<file path="config.mk">
export PLATFORM = sky130hd
export DESIGN_NAME = nibble_stream_router
export DESIGN_NICKNAME = d
export VERILOG_FILES = /design/src/rtl/router_pkg.sv /design/src/rtl/router_chan_fifo.sv /design/src/rtl/nibble_stream_router.sv
export SDC_FILE = /design/constraint.sdc
export NUM_CORES = 1
export LEC_CHECK = 0
export CAP_MARGIN = 0
export CORE_MARGIN = 8
export CORE_UTILIZATION = 52
export DETAILED_ROUTE_END_ITERATION = 16
export GPL_TIMING_DRIVEN = 0
export HOLD_SLACK_MARGIN = 0.08
export PLACE_DENSITY_LB_ADDON = 0.1
export RECOVER_POWER = 100
export SYNTH_ARGS = -nofsm -noshare
export SYNTH_HDL_FRONTEND = slang
export SYNTH_SLANG_ARGS = --single-unit
</file>
<file path="constraint.sdc">
create_clock -name inClock -period 3.92 [get_ports inClock]
set_input_delay 0.588 -clock inClock [delete_from_list [all_inputs] [get_ports inClock]]
set_output_delay 0.588 -clock inClock [all_outputs]
set_load 0.03 [all_outputs]
</file>
<file path="src/rtl/router_pkg.sv">
// Shared definitions for the nibble stream router: channel-index width helper,
// drop counter width and the arbiter pointer type.
package router_pkg;

    // Drop statistics counter width per channel.
    localparam int unsigned DROP_CNT_W = 16;

    // Largest supported channel count; the arbiter pointer is sized for it.
    localparam int unsigned MAX_CH = 16;

    // Arbiter pointer wide enough for any supported channel count.
    typedef logic [$clog2(MAX_CH)-1:0] arb_ptr_t;

    // Channel index width: never narrower than one bit.
    function automatic int unsigned ch_w(input int unsigned n);
        return (n <= 2) ? 1 : $clog2(n);
    endfunction

endpackage

</file>
<file path="src/rtl/router_chan_fifo.sv">
// Single-channel synchronous FIFO for the nibble stream router.
// Read data is presented combinationally from the head entry; full/empty are
// derived from the registered count so they change only after a clock edge.
module router_chan_fifo #(
    parameter int unsigned DATA_W = 4,
    parameter int unsigned DEPTH  = 4,
    localparam int unsigned PTR_W = $clog2(DEPTH),
    localparam int unsigned CNT_W = PTR_W + 1
) (
    input  logic              clk,
    input  logic              rst,
    input  logic              push,
    input  logic [DATA_W-1:0] push_data,
    input  logic              pop,
    output logic [DATA_W-1:0] pop_data,
    output logic              full,
    output logic              empty,
    output logic [CNT_W-1:0]  count
);

    logic [DATA_W-1:0] mem [DEPTH];
    logic [PTR_W-1:0]  wr_ptr_q, wr_ptr_d;
    logic [PTR_W-1:0]  rd_ptr_q, rd_ptr_d;
    logic [CNT_W-1:0]  cnt_q, cnt_d;
    logic              do_push;
    logic              do_pop;

    // Qualify requests against the current (pre-edge) occupancy.
    always_comb begin
        do_push = push && !full;
        do_pop  = pop && !empty;
    end

    // Pointer and count next-state; pointers wrap naturally at DEPTH.
    always_comb begin
        wr_ptr_d = wr_ptr_q;
        rd_ptr_d = rd_ptr_q;
        cnt_d    = cnt_q;
        if (do_push) begin
            wr_ptr_d = wr_ptr_q + PTR_W'(1);
        end
        if (do_pop) begin
            rd_ptr_d = rd_ptr_q + PTR_W'(1);
        end
        unique case ({do_push, do_pop})
            2'b10:   cnt_d = cnt_q + CNT_W'(1);
            2'b01:   cnt_d = cnt_q - CNT_W'(1);
            default: cnt_d = cnt_q;
        endcase
    end

    // Pointer and count registers; reset empties the FIFO.
    always_ff @(posedge clk or posedge rst) begin
        if (rst) begin
            wr_ptr_q <= '0;
            rd_ptr_q <= '0;
            cnt_q    <= '0;
        end else begin
            wr_ptr_q <= wr_ptr_d;
            rd_ptr_q <= rd_ptr_d;
            cnt_q    <= cnt_d;
        end
    end

    // Storage array; contents are don't-care while the count says empty.
    always_ff @(posedge clk) begin
        if (do_push) begin
            mem[wr_ptr_q] <= push_data;
        end
    end

    // Status outputs taken from the registered count.
    always_comb begin
        pop_data = mem[rd_ptr_q];
        count    = cnt_q;
        full     = (cnt_q == CNT_W'(DEPTH));
        empty    = (cnt_q == '0);
    end

endmodule

</file>
<file path="src/rtl/nibble_stream_router.sv">
// Nibble stream router: steers a tagged word stream into NUM_CH channel FIFOs
// and drains them through a registered round-robin arbiter to one output.
// Writes to a full FIFO or an out-of-range channel are dropped and flagged.
// Optional macro ROUTER_DROP_STATS_EN adds per-channel saturating drop counters;
// without it outDropCount is tied to zero.
module nibble_stream_router
    import router_pkg::*;
#(
    parameter int unsigned DATA_W = 4,
    parameter int unsigned NUM_CH = 4,
    parameter int unsigned DEPTH  = 4,
    localparam int unsigned CH_W  = ch_w(NUM_CH)
) (
    input  logic                         inClock,
    input  logic                         inReset,
    input  logic [DATA_W-1:0]            inData,
    input  logic                         inValid,
    input  logic [CH_W-1:0]              inDest,
    input  logic                         inReadEnable,
    output logic [DATA_W-1:0]            outData,
    output logic                         outValid,
    output logic [CH_W-1:0]              outSrc,
    output logic [NUM_CH-1:0]            outFull,
    output logic [NUM_CH-1:0]            outEmpty,
    output logic                         outDrop,
    output logic [NUM_CH*DROP_CNT_W-1:0] outDropCount
);

    localparam int unsigned CNT_W = $clog2(DEPTH) + 1;

    logic [NUM_CH-1:0] fifo_push;
    logic [NUM_CH-1:0] fifo_pop;
    logic [NUM_CH-1:0] fifo_full;
    logic [NUM_CH-1:0] fifo_empty;
    logic [DATA_W-1:0] fifo_rdata [NUM_CH];
    logic [CNT_W-1:0]  fifo_count [NUM_CH];

    logic              dest_hit;
    logic              dest_full;
    logic              accept;
    logic              drop;

    logic              load;
    logic              grant_valid;
    arb_ptr_t          grant_idx;
    logic [DATA_W-1:0] grant_data;

    arb_ptr_t          ptr_q;
    logic [DATA_W-1:0] out_data_q;
    logic              out_valid_q;
    logic              drop_q;

    // Channel FIFOs.
    for (genvar ch = 0; ch < NUM_CH; ch++) begin : g_chan
        router_chan_fifo #(
            .DATA_W (DATA_W),
            .DEPTH  (DEPTH)
        ) u_fifo (
            .clk       (inClock),
            .rst       (inReset),
            .push      (fifo_push[ch]),
            .push_data (inData),
            .pop       (fifo_pop[ch]),
            .pop_data  (fifo_rdata[ch]),
            .full      (fifo_full[ch]),
            .empty     (fifo_empty[ch]),
            .count     (fifo_count[ch])
        );
    end

    // Write side: decode destination, accept against the pre-edge count, else drop.
    always_comb begin
        dest_hit  = 1'b0;
        dest_full = 1'b0;
        fifo_push = '0;
        for (int ch = 0; ch < NUM_CH; ch++) begin
            if (inDest == CH_W'(ch)) begin
                dest_hit  = 1'b1;
                dest_full = (fifo_count[ch] == CNT_W'(DEPTH));
            end
        end
        accept = inValid && dest_hit && !dest_full;
        drop   = inValid && !accept;
        for (int ch = 0; ch < NUM_CH; ch++) begin
            fifo_push[ch] = accept && (inDest == CH_W'(ch));
        end
    end

    // Round-robin grant: first non-empty channel above ptr, then wrap to 0..ptr.
    always_comb begin
        grant_valid = 1'b0;
        grant_idx   = ptr_q;
        grant_data  = '0;
        for (int ch = 0; ch < NUM_CH; ch++) begin
            if (!grant_valid && !fifo_empty[ch] && (arb_ptr_t'(ch) > ptr_q)) begin
                grant_valid = 1'b1;
                grant_idx   = arb_ptr_t'(ch);
                grant_data  = fifo_rdata[ch];
            end
        end
        for (int ch = 0; ch < NUM_CH; ch++) begin
            if (!grant_valid && !fifo_empty[ch] && (arb_ptr_t'(ch) <= ptr_q)) begin
                grant_valid = 1'b1;
                grant_idx   = arb_ptr_t'(ch);
                grant_data  = fifo_rdata[ch];
            end
        end
    end

    // Output register may load when empty or when its word is being consumed.
    always_comb begin
        load     = !out_valid_q || inReadEnable;
        fifo_pop = '0;
        for (int ch = 0; ch < NUM_CH; ch++) begin
            fifo_pop[ch] = load && grant_valid && (grant_idx == arb_ptr_t'(ch));
        end
    end

    // Output word, valid, arbiter pointer and the one-cycle drop pulse.
    always_ff @(posedge inClock or posedge inReset) begin
        if (inReset) begin
            out_data_q  <= '0;
            out_valid_q <= 1'b0;
            ptr_q       <= '0;
            drop_q      <= 1'b0;
        end else begin
            drop_q <= drop;
            if (load) begin
                out_valid_q <= grant_valid;
                if (grant_valid) begin
                    out_data_q <= grant_data;
                    ptr_q      <= grant_idx;
                end
            end
        end
    end

`ifdef ROUTER_DROP_STATS_EN
    logic [DROP_CNT_W-1:0] drop_cnt_q [NUM_CH];
    logic [CH_W-1:0]       drop_slot;

    // Out-of-range destinations are charged to the last channel.
    always_comb begin
        drop_slot = dest_hit ? inDest : CH_W'(NUM_CH - 1);
    end

    // Saturating per-channel drop counters, cleared only by reset.
    always_ff @(posedge inClock or posedge inReset) begin
        if (inReset) begin
            for (int ch = 0; ch < NUM_CH; ch++) begin
                drop_cnt_q[ch] <= '0;
            end
        end else if (drop) begin
            for (int ch = 0; ch < NUM_CH; ch++) begin
                if ((drop_slot == CH_W'(ch)) && (drop_cnt_q[ch] != '1)) begin
                    drop_cnt_q[ch] <= drop_cnt_q[ch] + DROP_CNT_W'(1);
                end
            end
        end
    end

    // Pack the counters into the flat output bus.
    always_comb begin
        outDropCount = '0;
        for (int ch = 0; ch < NUM_CH; ch++) begin
            outDropCount[DROP_CNT_W*ch +: DROP_CNT_W] = drop_cnt_q[ch];
        end
    end
`else
    assign outDropCount = '0;
`endif

    // Outputs; the pointer always holds the last granted channel, i.e. the source.
    always_comb begin
        outData  = out_data_q;
        outValid = out_valid_q;
        outSrc   = ptr_q[CH_W-1:0];
        outFull  = fifo_full;
        outEmpty = fifo_empty;
        outDrop  = drop_q;
    end

endmodule

</file>
======== Word level (Yosys, flattened, before mapping) ========
Memories as Yosys holds them, arrays and structs flattened.
Cells that the tools add are included.
word-level totals
  input bits .............................. 10
  register bits after elaboration ......... 38
  ROM bits ................................ 0
  memories kept ........................... 4
  bits in latches ......................... 0
  bits in writable memories ............... 64
  logic and storage cells ................. 171
  output and inout port bits .............. 80
memory list
  memory                depth  width  rd ports  clocked after memory_dff  write ports  RTL line                source
  g_chan[0].u_fifo.mem  4      4      1         0                         1            router_chan_fifo.sv:21  logic [DATA_W-1:0] mem [DEPTH];
  g_chan[1].u_fifo.mem  4      4      1         0                         1            router_chan_fifo.sv:21
  g_chan[2].u_fifo.mem  4      4      1         0                         1            router_chan_fifo.sv:21
  g_chan[3].u_fifo.mem  4      4      1         0                         1            router_chan_fifo.sv:21
operators by class
  shift-type cells ........................ 0
  eq/ne operators ......................... 18
  reduce and logical (&&, ||, !) cells .... 65
  add/sub/neg operators ................... 16
  multiply operators ...................... 0
  bitwise logic cells ..................... 0
  div/mod/pow operators ................... 0
  $lt $le $gt $ge ......................... 8
  multiplexer cells ....................... 44
operators with widths
  kind                                                            number
  2-to-1 mux 4 bit                                                16
  logical AND 1 bit                                               35
  2-to-1 mux 1 bit                                                24
  case mux 3 bit (2 select lines)                                 4
  zero test 1 bit                                                 18
  adder 2 x 1 -> 2 bit (second input constant)                    8
  adder 3 x 1 -> 3 bit (second input constant)                    4
  equality test 2 bit (second input constant)                     6
  equality test 3 bit (second input constant)                     4
  zero test 3 bit                                                 4
  subtractor 3 x 1 -> 3 bit (second input constant)               4
  equality test 2 x 1 -> 1 bit (second input constant)            5
  equality test 4 x 2 -> 1 bit (second input constant)            2
  > comparator 1 x 4 -> 1 bit (first input constant)              2
  > comparator 2 x 4 -> 1 bit (first input constant)              2
  less-or-equal comparator 1 x 4 -> 1 bit (first input constant)  2
  less-or-equal comparator 2 x 4 -> 1 bit (first input constant)  2
  nonzero test 2 bit                                              4
  equality test 4 x 1 -> 1 bit (second input constant)            1
  zero test 4 bit                                                 1
  zero test 2 bit                                                 1
  AND reduction 2 bit                                             1
  logical OR 1 bit                                                1

======== Longest topological paths before layout ========
Gate-level depths: netlist of the first run.
  depth in word-level cells ............... 37
  gate-level depth with buffers ........... 13
  mapped depth without buffers ............ 12

======== Hierarchy ========
A second synthesis of the first run with hierarchy kept.
unflattened totals
  cell total of the unflattened synthesis .. 420
  area, all modules ....................... 5,534.1 µm²
by module, submodules not included
  module                area an instance (µm²)  sequential area each (µm²)  instances  cells an instance
  router_chan_fifo      1,021.0                 655.6                       4          59
  nibble_stream_router  1,450.1                 250.2                       1          184

======== Worst setup path after synthesis of the first run ========
No wires, ideal clock.
  path kind ............................... register to register
  from .................................... reg g_chan[2].u_fifo.cnt_q[0]
  to ...................................... reg g_chan[2].u_fifo.cnt_q[2]
  arrival time ............................ 2,734 ps
  slack ................................... 1,106 ps
  data required time ...................... 3,841 ps
  cell stages (with the launch flop) ...... 13
  setup time .............................. 79 ps
  path buffers ............................ 1
  period minus slack after synthesis ...... 2,814 ps
  cells stage by stage .................... dfrtp_1 -> or3_1 -> buf_6 -> nor3_4 -> a221oi_2 -> or2_4 -> a211oi_2 -> ha_1 -> inv_1 -> fa_1 -> xor2_1 -> nor2_1 -> xor2_1
between the ends
  longest elaborated chain between the ends .. 30
  elaborated cells on any way between the ends .. 49
  those cells by class .................... add/sub: 2; eq/ne: 4; mux: 15; reduce/logical: 28
RTL lines
  what                                                                   RTL line                                                                         source
  start: declaration                                                     router_chan_fifo.sv:24                                                           logic [CNT_W-1:0] cnt_q, cnt_d;
  start signal: assignment                                               router_chan_fifo.sv:61                                                           cnt_q <= cnt_d;
  zero test 3 bit *                                                      router_chan_fifo.sv:77                                                           empty = (cnt_q == '0);
  zero test 1 bit *                                                      router_chan_fifo.sv:31, nibble_stream_router.sv:95, nibble_stream_router.sv:102
  logical AND 1 bit (2 in series)                                        nibble_stream_router.sv:95                                                       if (!grant_valid && !fifo_empty[ch] && (arb_ptr_t'(ch) > ptr_q)) begin
  2-to-1 mux 1 bit                                                       nibble_stream_router.sv:95
  zero test 1 bit                                                        nibble_stream_router.sv:95
  logical AND 1 bit (2 in series)                                        nibble_stream_router.sv:95
  2-to-1 mux 1 bit                                                       nibble_stream_router.sv:95
  zero test 1 bit                                                        nibble_stream_router.sv:102                                                      if (!grant_valid && !fifo_empty[ch] && (arb_ptr_t'(ch) <= ptr_q)) begin
  [... 12 more ...]                                                      n/a
  logical AND 1 bit (2 in series)                                        nibble_stream_router.sv:102
  2-to-1 mux 4 bit or 2-to-1 mux 1 bit (tied branches)                   nibble_stream_router.sv:102
  equality test 4 x 2 -> 1 bit or logical AND 1 bit (tied branches)      nibble_stream_router.sv:115                                                      fifo_pop[ch] = load && grant_valid && (grant_idx == arb_ptr_t'(ch));
  logical AND 1 bit                                                      nibble_stream_router.sv:115
  logical AND 1 bit *                                                    router_chan_fifo.sv:31                                                           do_pop = pop && !empty;
  named net g_chan[2].u_fifo.do_pop                                      router_chan_fifo.sv:26                                                           logic do_pop;
  equality test 2 x 1 -> 1 bit or equality test 2 bit (tied branches)    router_chan_fifo.sv:45                                                           unique case ({do_push, do_pop})
  case mux 3 bit (2 select lines) or nonzero test 2 bit (tied branches)  n/a
The timed path passes the listed nets; every way through them passes the cells marked *.
A chain may end at the register's enable or synchronous reset.

======== Worst setup path after layout of the first run ========
  from .................................... reg g_chan[0].u_fifo.cnt_q[2]
  to ...................................... reg g_chan[2].u_fifo.cnt_q[2]
between the ends
  longest elaborated chain between the ends .. 37
  elaborated cells on any way between the ends .. 57
  those cells by class .................... eq/ne: 4; mux: 21; reduce/logical: 32
RTL lines
  what                                                                   RTL line
  start: declaration                                                     router_chan_fifo.sv:24
  start signal: assignment                                               router_chan_fifo.sv:61
  zero test 3 bit *                                                      router_chan_fifo.sv:77
  zero test 1 bit *                                                      nibble_stream_router.sv:95, nibble_stream_router.sv:102
  logical AND 1 bit                                                      nibble_stream_router.sv:95
  2-to-1 mux 1 bit                                                       nibble_stream_router.sv:95
  zero test 1 bit                                                        nibble_stream_router.sv:95
  logical AND 1 bit (2 in series)                                        nibble_stream_router.sv:95
  2-to-1 mux 1 bit                                                       nibble_stream_router.sv:95
  zero test 1 bit                                                        nibble_stream_router.sv:95
  [... 20 more ...]                                                      n/a
  logical AND 1 bit (2 in series)                                        nibble_stream_router.sv:102
  2-to-1 mux 4 bit or 2-to-1 mux 1 bit (tied branches)                   nibble_stream_router.sv:102
  equality test 4 x 2 -> 1 bit or logical AND 1 bit (tied branches)      nibble_stream_router.sv:115
  logical AND 1 bit *                                                    nibble_stream_router.sv:115
  logical AND 1 bit *                                                    router_chan_fifo.sv:31
  named net g_chan[2].u_fifo.do_pop                                      router_chan_fifo.sv:26
  equality test 2 x 1 -> 1 bit or equality test 2 bit (tied branches)    router_chan_fifo.sv:45
  case mux 3 bit (2 select lines) or nonzero test 2 bit (tied branches)  n/a
Marked as above.

==> results.tsv, run 1 <==
stage	metric	value	unit
logic_synthesis	ys_warn_count	0	
logic_synthesis	netlist_area	0.00537	sq mm
clocking	cts.clk_slew.worst_paths	90	ps
sta	setup_tns	0	ps
die	io_pins	90	
worst_setup_path	crit_fanout	8	
global_route	grt.total_usage	14.7	%
logic_synthesis	synth-main-ff-cell	edfxtp_1	
die	num_rows	37	
global_route	grt_use_met2	23.8	%
final_layout	syn_to_final_growth	14.9	%
logic_synthesis	synth-seq-area-share	53.5	%
routing	vias_per_cell	4.76	
logic_synthesis	synth_top_area_share	35.8	%
final_layout	utilization	60.6	%
pwr	power.density	638	mW/mm^2
sta	hold_viol	0	
worst_setup_path	slowest_delay	410	ps
sta	min_period_over_period	88.0	%
pwr	peakVddDrop	0.283	mV
sta	grt_setup_unrepaired	false	
clocking	clock_sinks	102	
clocking	numCtsBuffers	9	
global_route	antenna_found_initial	0	
logic_synthesis	synth_edf_count	64	
logic_synthesis	ys_seq_elements	102	
pwr	p_leak	2.67	nW
logic_synthesis	synthDistinctLibCells	50	
worst_setup_path	path_class	reg -> reg	
pwr	power	3.94	mW
sta	setup_viol	0	
worst_hold_path	holdCritPathClass	reg -> reg	
clocking	cts_hold_buf	0	
final_layout	diodes	0	
worst_setup_path	rrSetupSlack	470	ps
routing	wirelength	9.86	mm
worst_setup_path	crit_top_cell	xor2_1	
status	status	finished, violations left	
placed_design	dp_hpwl	7.67	mm
sta	period_needed	3450	ps
global_route	grt-ovfl-total	0	
worst_setup_path	crit_required	4200	ps
die	start_util	52.7	%
worst_setup_path	endpoint_kind	register	
status	violations	capacitance limit, slew limit	
global_route	grt_use_met1	18.4	%
worst_setup_path	crit_family	simple AND/OR/NAND/NOR gates	
logic_synthesis	async_reset_ff_share	37.3	%
final_layout	drive_gt1_share	21.5	%
worst_setup_path	crit_path_cell_trace	or3_1, clkbuf_1, nor3_1, a221oi_1, or2_4, a211oi_2, ha_1, inv_1, fa_1, xor2_1, nor2_1, xor2_1	
sta	relSlewSlack	-2.37	%
logic_synthesis	synthCells	417	
routing	ant_nets	0	
worst_setup_path	crit_buf_inv	2	
job	maxCapViolCount	1	
logic_synthesis	yosys-top-cells-area	edfxtp_1 36%, dfrtp_1 18%, buf_4 10%, mux4_2 7.1%, ha_1 4.7%	
global_route	grt_pass1_vias	3196	
sta	worstMarginPinSlew	1530	ps
die	die_w	118	um
clocking	cts_tree	built	
global_route	grt_start_max_net_pins	39	
global_route	grt_first_pass_wirelength	16.4	mm
final_layout	nets	550	
worst_setup_path	startpoint_type	register	
global_route	met3_usage	4.80	%
clocking	cts_root_buf	clkbuf_8	
die	core_area	0.0102	sq mm
sta	max_freq	0.290	GHz
logic_synthesis	yosys.area.top_type	edfxtp_1	
clocking	insertion_delay	360	ps
placed_design	gp_congestion	0.915	
worst_setup_path	slowest_stage	dfrtp_1	
final_layout	fillers	853	
global_route	grt_busiest_layer	met2	
logic_synthesis	syn_area_per_cell	12.9	sq um
routing	vias	3127	
sta	finalClockSkew	10.9	ps
clocking	cts_max_path_buffers	2	
placed_design	io_buffers	25	
clocking	post_cts_buffers	0	
die	fp.dieArea	0.0138	sq mm
sta	slew_viol_final	39	
routing	drt_iter0_markers	141	
routing	remaining_drc_errors	0	
die	die_y	118	um
sta	hold_ws	486	ps
routing	first_pass_iters	4	
clocking	cts.repair.resized	0	
worst_setup_path	critical_path_arrival	3730	ps
clocking	h-tree-depth	3	
routing	wl_per_cell	15.0	um
-- placed cells by master, fill, tap and decap left out, types with 2 or more instances in the layout --
cell type and n:
buf_4 74, conb_1 64, edfxtp_1 64, dfrtp_1 38
inv_1 30, dlygate4sd3_1 22, ha_1 20, mux4_2 17
and2_0 16, nand2_1 15, xor2_1 13, nor2_1 13
xnor2_1 11, o21ai_0 11, clkbuf_1 9, clkbuf_8 9
and3_1 8, a211oi_1 7, a21oi_1 6, nor3_1 5
a22oi_1 5, nand3_1 5, mux2i_1 4, or3_1 4
fa_1 4, buf_2 3, nand2b_1 3, a211o_1 3
nor2b_1 3, buf_1 3, a21boi_0 3, clkdlybuf4s50_1 3
a22o_1 2, and2_1 2, a221oi_1 2, o22ai_1 2
clkinvlp_4 2
-- worst reg2reg max path: stages (launching register included) --
cell      delay (ps)
dfrtp_1          410
or3_1            400
clkbuf_1         220
nor3_1           410
a221oi_1         200
or2_4            300
a211oi_2         350
ha_1             240
inv_1             60
fa_1             370
xor2_1           150
nor2_1           120
xor2_1           150
-- stage by stage --
stage,instances,setup slack (ps),instance area (sq um)
2_1_floorplan,480,1110,5610
3_3_place_gp,641,771,6030
3_5_place_dp,641,664,6030
4_1_cts,657,681,6190
5_1_grt,657,251,6170
6_report,657,469,6170
-- synthesized netlist by cell type (all sizes together) (8+ instances only) --
| master | instances |
|---|---|
| ha | 20 |
| o21ai | 11 |
| and2 | 18 |
| inv | 31 |
| nand2 | 15 |
| nor2 | 13 |
| edfxtp | 64 |
| and3 | 8 |
| a211oi | 8 |
| mux4 | 17 |
| buf | 82 |
| dfrtp | 38 |
| xor2 | 13 |
| xnor2 | 11 |
-- routing by layer --
| layer | up-vias | wire length, um |
|---|---|---|
| met2 | 124 | 4680 |
| met4 | 0 | 107 |
| met5 | - | 0 |
| met3 | 11 | 848 |
| met1 | 1474 | 4220 |
| li1 | 1518 | - |
-- final timing paths --
kind,start,to,depth (start not counted)
max,g_chan[0].u_fifo.count[2]$_DFFE_PP0P_,g_chan[2].u_fifo.count[2]$_DFFE_PP0P_,12
min,g_chan[0].u_fifo.count[2]$_DFFE_PP0P_,g_chan[0].u_fifo.count[2]$_DFFE_PP0P_,1
max reg2reg,g_chan[0].u_fifo.count[2]$_DFFE_PP0P_,g_chan[2].u_fifo.count[2]$_DFFE_PP0P_,12
min reg2reg,g_chan[0].u_fifo.count[2]$_DFFE_PP0P_,g_chan[0].u_fifo.count[2]$_DFFE_PP0P_,1
max in group asynchronous,inReset,outData[0]$_DFFE_PP0N_,2
min in group asynchronous,inReset,ptr_q[0]$_DFFE_PP0N_,2
-- registers in the layout, summed over array words and instances, names as in the netlist --
signal	count
g_chan.u_fifo.mem	64
g_chan.u_fifo.count	12
g_chan.u_fifo.rd_ptr_q	8
g_chan.u_fifo.wr_ptr_q	8
outData	4
ptr_q	4
outDrop	1
outValid	1
-- cells by family (layout without fill, tap and decap cells) --
logic type / count (synthesis) / after routing / share of synthesized area [%]
other: 1 / 64 / 0.0698
DFF: 102 / 102 / 53.5
buffers and inverters: 117 / 158 / 13.6
muxes: 21 / 21 / 7.88
AOI/OAI and AO/OA: 48 / 48 / 6.64
and+or+nand+nor: 80 / 80 / 8.27
adders and majority gates: 24 / 24 / 6.15
xor gates and xnor gates: 24 / 24 / 3.91
-- cell type report --
class | instances | area, sq um | area share [%]
plain buffers | 86 | 604 | 9.80
clock buffers | 12 | 135 | 2.19
clock inverters | 4 | 32.5 | 0.527
inverters | 31 | 116 | 1.89
multi-input cells | 261 | 1990 | 32.2
flip-flops and latches | 102 | 2870 | 46.6
well taps | 136 | 170 | 2.76
repair buffers | 25 | 250 | 4.06
-- power breakdown --
group,internal (mW),total [mW],switching (mW)
Clock,0.236,0.588,0.353
Sequential,1.37,1.55,0.175
Combinational,0.787,1.80,1.02
Note: power is estimated with default switching activity, not from simulation.
==> run 2, diff against run 1 <==
--- a/config.mk
+++ b/config.mk
@@ -5,6 +5,7 @@
 export SDC_FILE = /design/constraint.sdc
 export NUM_CORES = 1
 export LEC_CHECK = 0
+export ABC_AREA = 1
 export CAP_MARGIN = 0
 export CORE_MARGIN = 8
 export CORE_UTILIZATION = 52
@@ -16,3 +17,4 @@
 export SYNTH_ARGS = -nofsm -noshare
 export SYNTH_HDL_FRONTEND = slang
 export SYNTH_SLANG_ARGS = --single-unit
+export TNS_END_PERCENT = 5
==> run 2 against run 1 <==
Against the previous run: sequential share of layout area down 2.5 points; routed wire length up 13%; via count up 24%; clock skew down 1.1 ps; combinational power up 32%; clock-buffer cell count down 3; largest cell class unchanged; clock power up 19%; global-route usage up 1.1 points; sequential power about the same; the flow still finishes with violations (capacitance limit, slew limit); core utilization up 0.054 points; fmax up 7.9%.
==> results.tsv, run 2 <==
stage	metric	value	unit	change
logic_synthesis	yosys.area.top_type	edfxtp_1		
logic_synthesis	synthDistinctLibCells	37		-26%
routing	wl_per_cell	13.5	um	-9.8%
worst_hold_path	holdCritPathClass	reg -> reg		
logic_synthesis	synth_most_common_cell	buf_4		
logic_synthesis	synth-main-ff-cell	edfxtp_1		
sta	setup_viol	0		unchanged
die	start_util	52.8	%	+0.11 points
final_layout	syn_to_final_growth	14.7	%	
die	die_y	120	um	+2.4%
sta	worstMarginPinSlew	1600	ps	+65.0 ps
clocking	cts_root_buf	clkbuf_8		
sta	max_freq	0.313	GHz	+7.9%
die	fp.dieArea	0.0145	sq mm	+4.9%
placed_design	dp_hpwl	8.55	mm	+11%
routing	ant_nets	0		unchanged
clocking	cts_hold_buf	0		unchanged
sta	hold_ws	500	ps	+13.9 ps
global_route	grt.total_usage	15.9	%	+1.1 points
worst_setup_path	crit_required	4180	ps	-20 ps
worst_setup_path	path_class	reg -> reg		
worst_setup_path	critical_path_arrival	3460	ps	-270 ps
routing	vias_per_cell	4.70		-1.2%
logic_synthesis	ys_warn_count	0		unchanged
logic_synthesis	synth_top_area_share	33.8	%	-1.9 points
final_layout	regMostFlops	g_chan.u_fifo.mem		
clocking	cts.clk_slew.worst_paths	100	ps	about the same
die	core_area	0.0107	sq mm	+5.5%
logic_synthesis	yosys-top-cells-area	edfxtp_1 34%, dfrtp_1 17%, buf_4 9.8%, nand2_1 4.7%, nor2_1 4.5%		
pwr	power.density	709	mW/mm^2	+11%
global_route	grt_pass1_vias	3874		+21%
die	die_w	120	um	+2.4%
logic_synthesis	synthCells	581		+39%
clocking	cts.repair.resized	0		unchanged
worst_setup_path	slowest_delay	420	ps	about the same
sta	grt_setup_unrepaired	false		
logic_synthesis	synth-seq-area-share	50.6	%	-2.9 points
worst_setup_path	slowest_stage	dfrtp_1		
clocking	h-tree-depth	3		unchanged
final_layout	mostFrequentLayoutCell	buf_4		
sta	setup_slack	720	ps	+251 ps
clocking	insertion_delay	370	ps	about the same
global_route	grt_first_pass_wirelength	18.4	mm	+12%
worst_setup_path	endpoint_kind	register		
final_layout	nets	714		+30%
clocking	numCtsBuffers	9		unchanged
routing	wirelength	11.2	mm	+13%
die	io_pins	90		unchanged
final_layout	diodes	0		unchanged
sta	relSlewSlack	-6.71	%	-4.3 points
logic_synthesis	async_reset_ff_share	37.3	%	unchanged
sta	setup_tns	0	ps	unchanged
job	maxCapViolCount	1		unchanged
global_route	grt_start_max_net_pins	39		unchanged
global_route	antenna_found_initial	0		unchanged
worst_setup_path	startpoint_type	register		
placed_design	gp_congestion	0.865		-5.5%
clocking	clock_sinks	102		unchanged
status	status	finished, violations left		
sta	slew_viol_final	39		unchanged
clocking	post_cts_buffers	0		unchanged
final_layout	largest_reg_flops	64		unchanged
logic_synthesis	syn_area_per_cell	9.77	sq um	-24%
logic_synthesis	synth_edf_count	64		unchanged
pwr	peakVddDrop	0.320	mV	+13%
logic_synthesis	synth_common_cells	74 x buf_4, 71 x nand2_1, 68 x nor2_1		
clocking	cts_tree	built		
routing	vias	3881		+24%
final_layout	utilization	60.6	%	about the same
routing	drt_iter0_markers	245		+74%
routing	first_pass_iters	5		+1
final_layout	mostFrequentLayoutCells	74 x buf_4, 73 x nand2_1, 68 x nor2_1		
status	violations	capacitance limit, slew limit		
placed_design	dp_worst_setup_slack	676	ps	+12.4 ps
worst_setup_path	crit_fanout	7		-1
logic_synthesis	netlist_area	0.00568	sq mm	+5.7%
routing	remaining_drc_errors	0		unchanged
sta	finalClockSkew	9.84	ps	-1.07 ps
pwr	p_leak	3.07	nW	+15%
sta	period_needed	3200	ps	-251 ps
global_route	grt-ovfl-total	0		unchanged
placed_design	io_buffers	25		unchanged
worst_setup_path	crit_path_cell_trace	inv_2, nand3_4, nand3_1, nand3_1, nor3_4, nand2_1, nand2_2, nand3_4, inv_2, nand2_1, inv_1, ha_1, inv_1, fa_1, a21oi_1, o21ai_0, xnor2_1		
sta	hold_viol	0		unchanged
final_layout	drive_gt1_share	19.4	%	-2.1 points
die	num_rows	38		+2.7%
logic_synthesis	ys_seq_elements	102		unchanged
clocking	cts_max_path_buffers	2		unchanged
sta	min_period_over_period	81.6	%	-6.4 points
## run 2: path summary, 6_finish.rpt
kind,depth (start not counted),from,end,slack [ps]
setup / recovery,17,g_chan[1].u_fifo.count[0]$_DFFE_PP0P_,g_chan[0].u_fifo.count[2]$_DFFE_PP0P_,720
hold / removal,1,g_chan[1].u_fifo.count[0]$_DFFE_PP0P_,g_chan[1].u_fifo.count[0]$_DFFE_PP0P_,500
setup reg to reg,17,g_chan[1].u_fifo.count[0]$_DFFE_PP0P_,g_chan[0].u_fifo.count[2]$_DFFE_PP0P_,720
hold reg to reg,1,g_chan[1].u_fifo.count[0]$_DFFE_PP0P_,g_chan[1].u_fifo.count[0]$_DFFE_PP0P_,500
max in group asynchronous,2,inReset,g_chan[2].u_fifo.rd_ptr_q[1]$_DFFE_PP0P_,1840
min in group asynchronous,2,inReset,outValid$_DFFE_PP0P_,1140
## run 2: per-layer routing
metal	vias up	wire length (um)	part of all wire, %	GRT usage [%]
met3	16	936	8.4	4.29
met2	121	5330	48	26.9
met4	0	167	1.5	4.84
met5	-	0	0	0
li1	1943	-	-	-
met1	1801	4730	42	19.3
## run 2: critical path, delay by kind of cell (launching register included)
family | cells | cell delay, ps
flip-flops | 1 | 420
XOR/XNOR | 1 | 140
buffers and inverters | 4 | 360
AO/OA/AOI/OAI | 2 | 270
adder cells (fa/ha/maj) | 2 | 510
AND/OR/NAND/NOR | 8 | 1390
## run 2: layout make-up
type                            instances  area (sq um)
Buffer                                 81           593
Clock buffer                            9           124
Clock inverter                          7          90.1
Fill cell                             976          4230
Inverter                               81           304
Multi-Input combinational cell        380          2100
Sequential cell                       102          2870
Tap cell                              140           175
Timing Repair Buffer                   25           250
## run 2: power by group
part	total, mW	leakage (nW)	switching (mW)	internal (mW)
combinational	2.37	1.93	1.53	0.843
clock	0.701	0.108	0.391	0.310
sequential	1.54	1.03	0.172	1.37
total	4.62	3.07	2.09	2.52
## run 2: logic make-up (layout without fill, tap and decap cells)
kind of cell	after synthesis	in the layout	synth area share, %
buffers and inverters	162	203	15.8
adder cells (fa/ha/maj)	24	24	5.82
XOR/XNOR	16	16	2.47
flip-flops	102	102	50.6
AO/OA/AOI/OAI	84	84	7.82
AND/OR/NAND/NOR	192	192	17.4
other	1	64	0.0660
## run 2: per-stage QoR
step | cells | total power [mW] | instance area (sq um)
3_5_place_dp | 809 | 4.00 | 6340
3_3_place_gp | 809 | 3.91 | 6340
4_1_cts | 825 | 4.70 | 6550
2_1_floorplan | 644 | 3.41 | 5910
5_1_grt | 825 | 5.01 | 6510
6_report | 825 | 4.62 | 6510
==> RTL change 1 (settings of run 1) <==
Build with the macro `ROUTER_DROP_STATS_EN` defined.
--- a/src/rtl/nibble_stream_router.sv
+++ b/src/rtl/nibble_stream_router.sv
@@ -3,6 +3,8 @@
 // Writes to a full FIFO or an out-of-range channel are dropped and flagged.
 // Optional macro ROUTER_DROP_STATS_EN adds per-channel saturating drop counters;
 // without it outDropCount is tied to zero.
+`define ROUTER_DROP_STATS_EN
+
 module nibble_stream_router
     import router_pkg::*;
 #(
Function: changed (a bounded check fails within 10 cycles, from zero or initial values and one cycle with inReset high).
==> RTL change 1 against run 1 <==
Power is 58% higher. Global-route usage rose by 2.7 points. The flow still finishes with violations (capacitance limit, slew limit). Non-clock buffer count up 3. Critical endpoint is now g_chan[3].u_fifo.count[2]. Final area is 56% higher. Wire length rose by 65%. Synthesized area grew 47%. Sequential cell count grew 64. Setup slack better by 0.0083 ns.
==> RTL change 1: results (changes against run 1) <==
Via density=5.62 (+18%); M3 GR Usage=5.37% (+0.57 points); Multi-input comb cells=382 (+46%); clk_lat worst skew=0.42 ns (+0.06 ns); switching pwr=0.00209 W (+35%); fin cells=916 (+39%); final WL=16300 um (+65%); sequential share of the synthesized area=56.6% (+3.1 points); FILL cells=1142 (+34%); I/O Buffers=87 (+250%); Worst-Margin Slew=2.50 ns (+0.967 ns); CP arrival=3.78 ns (+0.05 ns); clock buffer count=20 (+8); synthesized area per cell=13.0 um2 (+1.0%); RD Place Congestion=0.818 (-11%); Hold Crit Start=g_chan[1].u_fifo.count[2]; Max-Cap Viols=2 (+1); Non-Clock Buffer Area Fraction=11.1% (-2.8 points); Post-synth top flop=dfrtp_1; Placed Cells incl. Taps=884 (+38%); Clk pwr share=28.8% (+14 points); Layout clock area frac=6.63% (+3.9 points); Max Transition Viols Final=60 (+54%); most common library cells after synthesis=dfrtp_1 (102), edfxtp_1 (64), xnor2_1 (59), nand2_1 (33), nand3_1 (33); placed inst area=9040 um2 (+50%); Design Area, Final=9640 um2 (+56%); met3 WL=1090 um (+28%); Unique masters post-synth=69 (+38%); synth top area cells=dfrtp_1 (32%), edfxtp_1 (24%), xnor2_1 (6.5%); Hold WS=0.484 ns (-0.00157 ns); WL met1=7140 um (+69%); H-Tree Depth=4 (+1); met1 Usage GRT=21.9% (+3.5 points); Async SR Flop Fraction=61.4% (+24 points); hpwl dp=11800 um (+54%); Core Util, Final=64.1% (+3.5 points); failing checks=capacitance limit, slew limit; largest net degree at the start of global routing=54 (+38%); non-clock buffer count in the final layout=114 (+2.7%); Comb power=0.00210 W (+17%); multi-input logic area=3090 um2 (+56%); Leakage=4.06 nW (+52%); first-pass GRT wire length=27300 um (+67%); Pre-antenna DRT Iters=6 (+2); status=finished, violations left; DRT iter0 DRCs=306 (+120%); met2 Use GR=27.9% (+4.2 points); Worst R2R End=g_chan[3].u_fifo.count[2]; synthesized flop and latch total=166 (+63%); Clock transition at path regs=0.06 ns (-0.03 ns); VDD IR max=363 uV (+28%); Int Pwr=0.00413 W (+72%); flip-flop and latch area=4470 um2 (+56%); Final #Nets=753 (+37%); critical path fanouts, max=10 (+2); GRT Overall Usage=17.5% (+2.7 points); Inverters, non-clock=34 (+9.7%); Inserted Clock Buffers=17 (+8); clock skew=0.00935 ns (-0.00156 ns); vias in the first global route=5296 (+66%)
==> RTL change 1: cell count changes after synthesis, moves of 8 or more <==
cell     delta
nor2_1      +9
xor2_1     +12
buf_4      -64
nand4_1    +23
and4_1      +8
xnor2_1    +48
dfrtp_1    +64
nand3_1    +28
nand2_1    +18
==> RTL change 1: cells by family after synthesis <==
kind of cell,after synthesis,share of synthesized area [%]
xor gates and xnor gates,84,9.30
muxes,24,5.79
and+or+nand+nor,182,13.0
AOI/OAI and AO/OA,64,6.79
adders and majority gates,28,4.81
buffers and inverters,60,3.77
DFF,166,56.6
==> RTL change 1: critical path: stages, from the launching register on <==
cell	delay (ns)
dfrtp_1	0.40
or3_1	0.17
clkbuf_1	0.37
inv_2	0.13
o22ai_1	0.49
a32oi_1	0.35
nor3_1	0.35
ha_1	0.25
inv_1	0.06
fa_1	0.37
xor2_1	0.15
nor2_1	0.12
xor2_1	0.16
==> RTL change 2 (config.mk and constraints of run 1) <==
Without the edit above. `DEPTH` is set to 4 in 2 places; all go to 8.
--- a/src/rtl/router_chan_fifo.sv
+++ b/src/rtl/router_chan_fifo.sv
@@ -3,7 +3,7 @@
 // derived from the registered count so they change only after a clock edge.
 module router_chan_fifo #(
     parameter int unsigned DATA_W = 4,
-    parameter int unsigned DEPTH  = 4,
+    parameter int unsigned DEPTH  = 8,
     localparam int unsigned PTR_W = $clog2(DEPTH),
     localparam int unsigned CNT_W = PTR_W + 1
 ) (
--- a/src/rtl/nibble_stream_router.sv
+++ b/src/rtl/nibble_stream_router.sv
@@ -8,7 +8,7 @@
 #(
     parameter int unsigned DATA_W = 4,
     parameter int unsigned NUM_CH = 4,
-    parameter int unsigned DEPTH  = 4,
+    parameter int unsigned DEPTH  = 8,
     localparam int unsigned CH_W  = ch_w(NUM_CH)
 ) (
     input  logic                         inClock,
Formal check against the unedited RTL: not equivalent (a bounded check fails within 10 cycles, from zero or initial values and one cycle with inReset high).
==> RTL change 2 against run 1 <==
The run still ends with capacitance limit, slew limit left. Clock power rose to 3.0 times the old value. Power up 87%. Sequential share of layout area up 3.9 points. Synthesized area up 62%. Final area up 64%. Via count up 63%. Synthesized cell count up 51%. Critical endpoint is now g_chan[2].u_fifo.count[3]. Non-clock buffer count up 9. Wire length up 75%. Sequential cell count up 76. Highest routed layer unchanged. Setup slack worse by 0.28 ns.
==> RTL change 2: results (changes against run 1) <==
max reg flops=128 (+100%); cell with the largest stage delay on the worst path=or4_1; H-Tree Depth=4 (+1); Worst-Margin Slew=2.07 ns (+0.534 ns); largest net degree at the start of global routing=36 (-7.7%); met2 WL post-DR=8290 um (+77%); CP startpoint=g_chan[2].u_fifo.count[0]; hold endpoint=g_chan[0].u_fifo.count[3]; VDD IR max=383 uV (+35%); Post-synth EDFFs=128 (+100%); Hold Crit Start=g_chan[0].u_fifo.count[3]; Via density=5.25 (+10%); met2 Use GR=27.6% (+3.9 points); Max Transition Viols Final=69 (+77%); status=finished, violations left; hpwl dp=12600 um (+64%); failing checks=capacitance limit, slew limit; most common library cells after synthesis=edfxtp_1 (128), buf_4 (74), dfrtp_1 (50), nand2_1 (39), mux2i_1 (32); DRT iter0 DRCs=405 (+190%); clk_lat worst skew=0.42 ns (+0.06 ns); M3 GR Usage=5.07% (+0.27 points); CTS root buf=clkbuf_16; WL met1=7640 um (+81%); worst slack at placement=0.136 ns (-0.527 ns); CP arrival=4.04 ns (+0.31 ns); post-detailed-route wirelength per cell=17.8 um (+19%); critical path fanouts, max=6 (-2); placed inst area=9500 um2 (+58%); first-pass GRT wire length=28200 um (+72%); Hold WS=0.484 ns (-0.00205 ns); fin cells=971 (+48%); Pre-antenna DRT Iters=5 (+1); Unique masters post-synth=61 (+22%); sequential share of the synthesized area=58.5% (+5.0 points); FF-to-FF path depth=14 (+2); Placed Cells incl. Taps=939 (+46%); Max-Cap Viols=2 (+1); vias in the first global route=5285 (+65%); post-synthesis cell count=630 (+51%); clock skew=0.00659 ns (-0.00431 ns); met3 WL=1110 um (+30%); reg2reg setup slack=0.19 ns (-0.28 ns); Leakage=4.03 nW (+51%); synth top area cells=edfxtp_1 (44%), dfrtp_1 (14%), mux4_2 (6.5%)
[RTL change 2: cell count changes in the layout (fill, tap and decap cells not counted), moves of 9 or more]
cell / change
edfxtp_1: +64
dfrtp_1: +12
nor3_1: +13
mux2i_1: +28
clkbuf_16: +17
nor2_1: +11
nand2_1: +24
a21oi_1: +9
and2_0: -14
[RTL change 2: worst max-delay path by stage]
| stage | slack (ns) | cells past startpoint | endpoint |
|---|---|---|---|
| finish | 0.19 | 14 | g_chan[2].u_fifo.count[3] |
| global route | 0.02 | 14 | g_chan[2].u_fifo.count[3] |
| CTS | 0.14 | 14 | g_chan[2].u_fifo.count[3] |
| detailed placement | 0.14 | 11 | g_chan[3].u_fifo.count[3] |
| global placement | 0.23 | 11 | g_chan[3].u_fifo.count[3] |
| floorplan | 0.76 | 15 | g_chan[0].u_fifo.count[3] |
[RTL change 2: layout make-up]
type	count	area, um2
fill	1280	6370
sequential	178	5090
multi-input combinational	394	3110
buffer	94	646
clock buffer	22	464
tap	220	275
timing repair buffer	26	248
clock inverter	10	155
inverter	27	101
[RTL change 2: power breakdown]
group	switching, W	leakage, nW	total [W]	internal [W]
Clock	0.000670	0.302	0.00177	0.00110
Combinational	0.00165	1.97	0.00297	0.00131
Sequential	0.000281	1.75	0.00261	0.00233
[RTL change 2: kinds of logic (layout without fill, tap and decap cells)]
family	count (synthesis)	after routing	synth area share (%)
xor+xnor	30	30	3.01
compound gates	74	74	6.37
mux	66	66	11.4
buf+inv	121	179	8.57
other cells	1	64	0.0430
simple gates	136	136	8.37
fa+ha+maj	24	24	3.79
flops	178	178	58.5
[RTL change 2: what timing repair did]
item,4_1_cts,5_1_grt
endpoints found under the hold margin,0,0
endpoints found under the setup margin,0,1
gates resized for setup,0,1
